[src/rtl/plic_gateway.sv]
// Per-source PLIC gateway: synchronises raw IRQs, detects level/edge requests, tracks IDLE/PENDING/INSERVICE.
// Latency SYNC_STAGES+1 edges irq->pending_o; no backpressure, extra edges queue one deep then flag overflow.
module plic_gateway #(
    parameter int NSRC        = 31,
    parameter int SYNC_STAGES = 2
) (
    input  logic            gw_clock_i,
    input  logic            gw_reset_i,
    input  logic [NSRC-1:0] irq_i,
    input  logic            cfg_we_i,
    input  logic [NSRC-1:0] cfg_mode_i,
    output logic [NSRC-1:0] cfg_mode_o,
    input  logic            claim_valid_i,
    input  logic [4:0]      claim_id_i,
    input  logic            complete_valid_i,
    input  logic [4:0]      complete_id_i,
    input  logic            ovf_clr_i,
    output logic [NSRC-1:0] pending_o,
    output logic [NSRC-1:0] overflow_o
);

    if (SYNC_STAGES < 2) begin : g_bad_sync
        $error("plic_gateway: SYNC_STAGES must be at least 2");
    end

    typedef enum logic [1:0] {
        S_IDLE      = 2'd0,
        S_PENDING   = 2'd1,
        S_INSERVICE = 2'd2
    } gw_state_e;

    logic [SYNC_STAGES-1:0][NSRC-1:0] sync_q;
    logic [NSRC-1:0] sync_last;
    logic [NSRC-1:0] prev_q;
    logic [NSRC-1:0] mode_q;
    logic [NSRC-1:0] deferred_q, deferred_d;
    logic [NSRC-1:0] ovf_q, ovf_d;
    logic [NSRC-1:0] pending_q, pending_d;
    logic [NSRC-1:0] edge_req, act_req;
    logic [NSRC-1:0] claim_hit, complete_hit;
    gw_state_e       state_q [NSRC];
    gw_state_e       state_d [NSRC];

    assign sync_last  = sync_q[SYNC_STAGES-1];
    assign edge_req   = sync_last & ~prev_q;
    assign act_req    = (mode_q & edge_req) | (~mode_q & sync_last);
    assign cfg_mode_o = mode_q;
    assign pending_o  = pending_q;
    assign overflow_o = ovf_q;

    // IDs 0 and >NSRC never decode to a source, so stray events fall out naturally.
    always_comb begin
        claim_hit    = '0;
        complete_hit = '0;
        for (int k = 0; k < NSRC; k++) begin
            claim_hit[k]    = claim_valid_i    && (claim_id_i    == 5'(k + 1));
            complete_hit[k] = complete_valid_i && (complete_id_i == 5'(k + 1));
        end
    end

    always_comb begin
        logic edge_ev;
        edge_ev    = 1'b0;
        deferred_d = deferred_q;
        ovf_d      = ovf_clr_i ? '0 : ovf_q;
        pending_d  = '0;
        for (int k = 0; k < NSRC; k++) begin
            state_d[k] = state_q[k];
            edge_ev    = mode_q[k] & edge_req[k];
            case (state_q[k])
                S_IDLE: begin
                    if (act_req[k]) state_d[k] = S_PENDING;
                end
                S_PENDING: begin
                    if (claim_hit[k]) state_d[k] = S_INSERVICE;
                    if (edge_ev) begin
                        if (deferred_q[k]) ovf_d[k] = 1'b1;
                        else               deferred_d[k] = 1'b1;
                    end
                end
                S_INSERVICE: begin
                    if (complete_hit[k]) begin
                        // A queued edge and a fresh one cannot both be kept: re-pend once, flag the loss.
                        if (deferred_q[k] || edge_ev) state_d[k] = S_PENDING;
                        else                          state_d[k] = S_IDLE;
                        if (deferred_q[k] && edge_ev) ovf_d[k] = 1'b1;
                        deferred_d[k] = 1'b0;
                    end else if (edge_ev) begin
                        if (deferred_q[k]) ovf_d[k] = 1'b1;
                        else               deferred_d[k] = 1'b1;
                    end
                end
                default: state_d[k] = S_IDLE;
            endcase
            pending_d[k] = (state_d[k] == S_PENDING);
        end
        if (cfg_we_i) deferred_d = deferred_d & cfg_mode_i;
    end

    always_ff @(posedge gw_clock_i) begin
        if (gw_reset_i) begin
            sync_q     <= '0;
            prev_q     <= '0;
            mode_q     <= '0;
            deferred_q <= '0;
            ovf_q      <= '0;
            pending_q  <= '0;
            for (int k = 0; k < NSRC; k++) state_q[k] <= S_IDLE;
        end else begin
            sync_q     <= {sync_q[SYNC_STAGES-2:0], irq_i};
            prev_q     <= sync_last;
            if (cfg_we_i) mode_q <= cfg_mode_i;
            deferred_q <= deferred_d;
            ovf_q      <= ovf_d;
            pending_q  <= pending_d;
            for (int k = 0; k < NSRC; k++) state_q[k] <= state_d[k];
        end
    end

endmodule

[config.mk]
export PLATFORM = sky130hd
export DESIGN_NAME = plic_gateway
export DESIGN_NICKNAME = d
export VERILOG_FILES = /design/src/rtl/plic_gateway.sv
export SDC_FILE = /design/constraint.sdc
export NUM_CORES = 1
export LEC_CHECK = 0
export CAP_MARGIN = 20
export CELL_PAD_IN_SITES_DETAIL_PLACEMENT = 1
export CELL_PAD_IN_SITES_GLOBAL_PLACEMENT = 1
export CORE_AREA = 3 3 205 167
export DETAILED_ROUTE_END_ITERATION = 7
export DIE_AREA = 0 0 208 170
export PLACE_DENSITY_LB_ADDON = 0.1
export SYNTH_ARGS = -nofsm -noshare
export SYNTH_HDL_FRONTEND = slang
export SYNTH_SLANG_ARGS = --single-unit
[constraint.sdc]
create_clock -name gw_clock_i -period 2.38 [get_ports gw_clock_i]
set_input_delay 0.595 -clock gw_clock_i [delete_from_list [all_inputs] [get_ports gw_clock_i]]
set_output_delay 0.595 -clock gw_clock_i [all_outputs]
set_load 0.03 [all_outputs]
After elaboration in Yosys (flattened, before gate mapping)
Memory sizes are Yosys's and may differ from the RTL's.
Index checks and enable logic that the tools add are counted.
Widths: inputs -> output; s select.
- bits in registers: 217
- bits in writable memories: 62
- input port bits: 78
- output and inout bits: 93
- word-level logic and storage cells: 826
- memories: 1
- equal/unequal tests: 155
- muxes and demuxes: 439
- bitwise logic cells: 69
- reduce and logical (&&, ||, !) cells: 155
- memory list (memory ; depth ; bits a word ; rd ports ; clocked after memory_dff ; wr ports ; line ; source):
    state_q ; 31 ; 2 ; 31 ; 0 ; 31 ; 41 ; gw_state_e state_q [NSRC];
- operators by type and width (operator ; count):
    $mux 2 ; 124
    $mux 1 ; 220
    $pmux 2 s3 ; 31
    $eq 5x5->1 const B ; 32
    $and 31x31->31 ; 4
    $eq 2x1->1 const B ; 62
    $pmux 1 s2 ; 62
    $logic_and 1x1->1 ; 93
    $eq 5x4->1 const B ; 16
    $eq 2x2->1 const B ; 31
    $logic_not 2->1 ; 31
    $mux 31 ; 2
    $not 31->31 ; 2
    $eq 5x3->1 const B ; 8
    $and 1x1->1 ; 31
    $logic_or 1x1->1 ; 31
    $or 1x1->1 ; 31
    $or 31x31->31 ; 1
    $eq 5x2->1 const B ; 4
    $eq 5x1->1 const B ; 2

Depth between registers and ports, before layout
- depth after elaboration: 8
- gate-level depth with buffers: 7
- mapped depth without buffers: 6

Worst setup path before layout
No wires, ideal clock.
- path kind: input to register
- start point: in complete_id_i[1]
- end point: reg pending_q[11], in the netlist pending_o[11]
- library setup time: 115 ps
- data arrival time: 2033 ps
- data required time: 2265 ps
- path slack: 232 ps
- cell stages on the path: 6
- path buffers: 1
- path through: buf_2 or4b_4 or4_1 nand3_1 a311oi_1 and2_1
- longest elaborated chain between the ends: 5
- ends and longest elaborated chain (element ; line ; source):
    start: declaration ; 16 ; input logic [4:0] complete_id_i,
    $eq 5x4->1 ; 57 ; complete_hit[k] = complete_valid_i && (complete_id_i == 5'(k + 1));
    $logic_and 1x1->1 ; 57 ;
    $mux 2 ; 82 ; if (complete_hit[k]) begin
    $pmux 2 s3 ; 70 ; case (state_q[k])
    $eq 2x1->1 ; 95 ; pending_d[k] = (state_d[k] == S_PENDING);
    end signal: assignment ; 115 ; pending_q <= pending_d;
    end: declaration ; 38 ; logic [NSRC-1:0] pending_q, pending_d;
No other way between the ends.
A chain may end at the register's enable or synchronous reset.

Final worst setup path
- start point: reg mode_q[27], in the netlist cfg_mode_o[27]
- end point: out cfg_mode_o[27]
- RTL lines (element ; line ; source):
    start: declaration ; 35 ; logic [NSRC-1:0] mode_q;
    start signal: assignment ; 112 ; if (cfg_we_i) mode_q <= cfg_mode_i;
    end: declaration ; 12 ; output logic [NSRC-1:0] cfg_mode_o,
No word-level cell between the ends.

==> impl_metrics.ini <==
[synthesis]
synth-main-ff-cell = dfxtp_1
synthMuxAreaShare = 0.0247
synth_fa_ha_area_frac = 0.115
synth-compound-area-share = 0.183
syn_area_sq_mm = 0.0135
synth_cells = 1530
synth-simple-area-share = 0.203
synth_edf_count = 0
yosysTopAreaCell = dfxtp_1
synth_cell_type_count = 51
synth_top_area_frac = 0.412
synth.area.top_cells = dfxtp_1 (41%), ha_1 (11%), nor2b_1 (6.1%)
synth_xor_xnor_area_share = 0
syn_area_per_cell_sq_um = 8.85
seq_area_frac_synth = 0.412
yosysWarnings = 0
synth_seq_cells = 279
synthArstFlopShare = 0
synth_top_family_by_area = simple AND/OR/NAND/NOR gates
syn-num-nets = 1732

[worst_setup_path]
path_delay_family = buffers and inverters
critPathSlowestCell = clkdlybuf4s50_1
crit_arrival_ps = 1720
crit_type = reg -> out
path_cells = clkdlybuf4s50_1
slowest_delay_ps = 770
crit_path_end_kind = primary output
cp-start-kind = register
path_max_fanout = 5
path_buf_inv = 1
required_ps = 1780

[floorplanning]
die_area_sq_mm = 0.0354
num_rows = 59
pin_count = 171
start_util = 0.419
die_h_um = 170
coreArea_sq_mm = 0.0323
die_x_um = 208

[routing]
dr.first_iter.drc_count = 459
wl_um = 40900
ant_nets = 0
vias = 11831
post_drt_wl_per_cell_um = 18.3
drt_first_pass_iters = 5
drcViolationCount = 0
vias_per_cell = 5.30

[sta]
final_max_slew_viol_count = 0
min_period_ps = 2310
skew_ps = 10.1
setup_viol = 0
worstMarginPinSlew_ps = 495
hold_violations = 0
maxSlewHeadroom = 0.666
setup_slack_ps = 65.2
grt_setup_unrepaired = no
finalCritPeriodShare = 0.973
fmax_mhz = 432

[clock_network]
cts_tree = done
cts_buffers = 30
cts.repair.resized = 0
cts_sinks = 279
cts_root_buf = clkbuf_16
hold_buffers = 0
cts.path.max_buffers = 3
clk_latency_ps = 560
h-tree-depth = 1
clk_pin_slew_ps = 60
post_cts_buffers = 0

[placement]
place_ws_ps = -456
port_buffers = 170
gp_congestion = 0.872
hpwl_um = 30600

[global_route]
grt_pass1_vias = 12356
grt_remaining_overflow = 0
grt_max_degree = 43
antenna_found_initial = 0
grt_util_all_layers = 0.226
grt_pass1_wl_um = 66200

[power_and_ir_drop]
power.density_mw_per_mm2 = 634
power_uw = 11100
total_leakage_power_uw = 0.00700
ir_drop_mv = 0.582

[finish]
drive_gt1_frac = 0.0898
final_cell_mix = dfxtp_1 (279), inv_1 (168), clkdlybuf4s50_1 (167)
final_common_cell = dfxtp_1
nFillCells = 3757
final_nets = 1983
antenna_cells = 0
syn_to_final_growth_pct = 29.3

[run]
maxCapViolCount = 0

[hold_path]
hold_path_class = reg -> reg

[status]
status = finished clean
[where the power goes]
part	total [uW]	internal [uW]	switching [uW]
logic	1310	592	720
clock network	4800	2870	1930
registers	4980	4840	141
[cell usage after synthesis, types with 2 or more instances]
master	instances
nand3_1	20
inv_1	168
clkbuf_1	37
a22oi_1	15
and4bb_2	3
mux2i_1	30
nand4bb_1	5
nand2b_1	7
o21ai_0	143
a21boi_0	24
nor3_1	49
nor2b_1	133
buf_2	4
nand4_1	2
nand2_1	45
o31ai_1	12
o311ai_0	8
nor3b_1	28
buf_1	10
dfxtp_1	279
and2_1	45
mux2_2	3
nor4_1	4
a311oi_1	23
o21a_1	14
nor2_1	63
nand4b_1	5
and3b_1	18
ha_1	124
o2bb2ai_1	7
and4_1	12
a21oi_1	99
or2_2	3
o41ai_1	3
o211ai_1	14
a22o_1	3
or4_1	12
a31oi_1	43
[path summary, 6_finish.rpt]
kind                               start                       end  slack [ps]  cells past startpoint
max          cfg_mode_o[27]$_SDFFE_PP0P_            cfg_mode_o[27]          70                      1
min                sync_q[19]$_SDFF_PP0_  sync_last[19]$_SDFF_PP0_         440                      1
max reg2reg    state_q[0][25]$_SDFF_PP0_  pending_o[12]$_SDFF_PP0_         690                      6
min reg2reg        sync_q[19]$_SDFF_PP0_  sync_last[19]$_SDFF_PP0_         440                      1
[per-layer routing]
layer,up-vias,share of wire,routed length (um),global-route usage
met3,51,0.037,1530,0.0308
met2,200,0.44,18200,0.369
li1,5821,-,-,-
met5,-,0,0,0
met1,5759,0.50,20500,0.323
met4,0,0.018,729,0.0463
[final cells by class]
type	count	area, sq um	area share
Tap cell	427	534	0.0305
Multi-Input combinational cell	1031	7130	0.407
Inverter	168	631	0.0360
Sequential cell	279	5590	0.319
Clock inverter	5	75.1	0.00429
Timing Repair Buffer	271	2620	0.150
Clock buffer	50	937	0.0535
[state kept, by name (all words and copies together), names as in the netlist]
register / cells
overflow_o: 31
deferred_q: 31
prev_q: 31
state_q: 62
sync_q: 31
sync_last: 31
pending_o: 31
cfg_mode_o: 31
[cells by family after synthesis]
logic type,after synthesis
AND/OR/NAND/NOR,463
AO/OA/AOI/OAI,411
flip-flops,279
buffers and inverters,220
adder cells (fa/ha/maj),124
multiplexers,33
[stage by stage]
| stage | instances | utilization | hold slack (ps) | TNS (ps) | instance area, sq um |
|---|---|---|---|---|---|
| after detailed placement | 2176 | 0.510 | 424 | -17770 | 16500 |
| after floorplan | 1530 | - | 414 | 0 | 13500 |
| after CTS | 2231 | 0.541 | 440 | 0 | 17500 |
| after global placement | 2176 | 0.510 | 419 | -13040 | 16500 |
| after global routing | 2231 | 0.542 | 452 | 0 | 17500 |
| final | 2231 | 0.542 | 436 | 0 | 17500 |
Note: power is estimated with default switching activity, not from simulation.
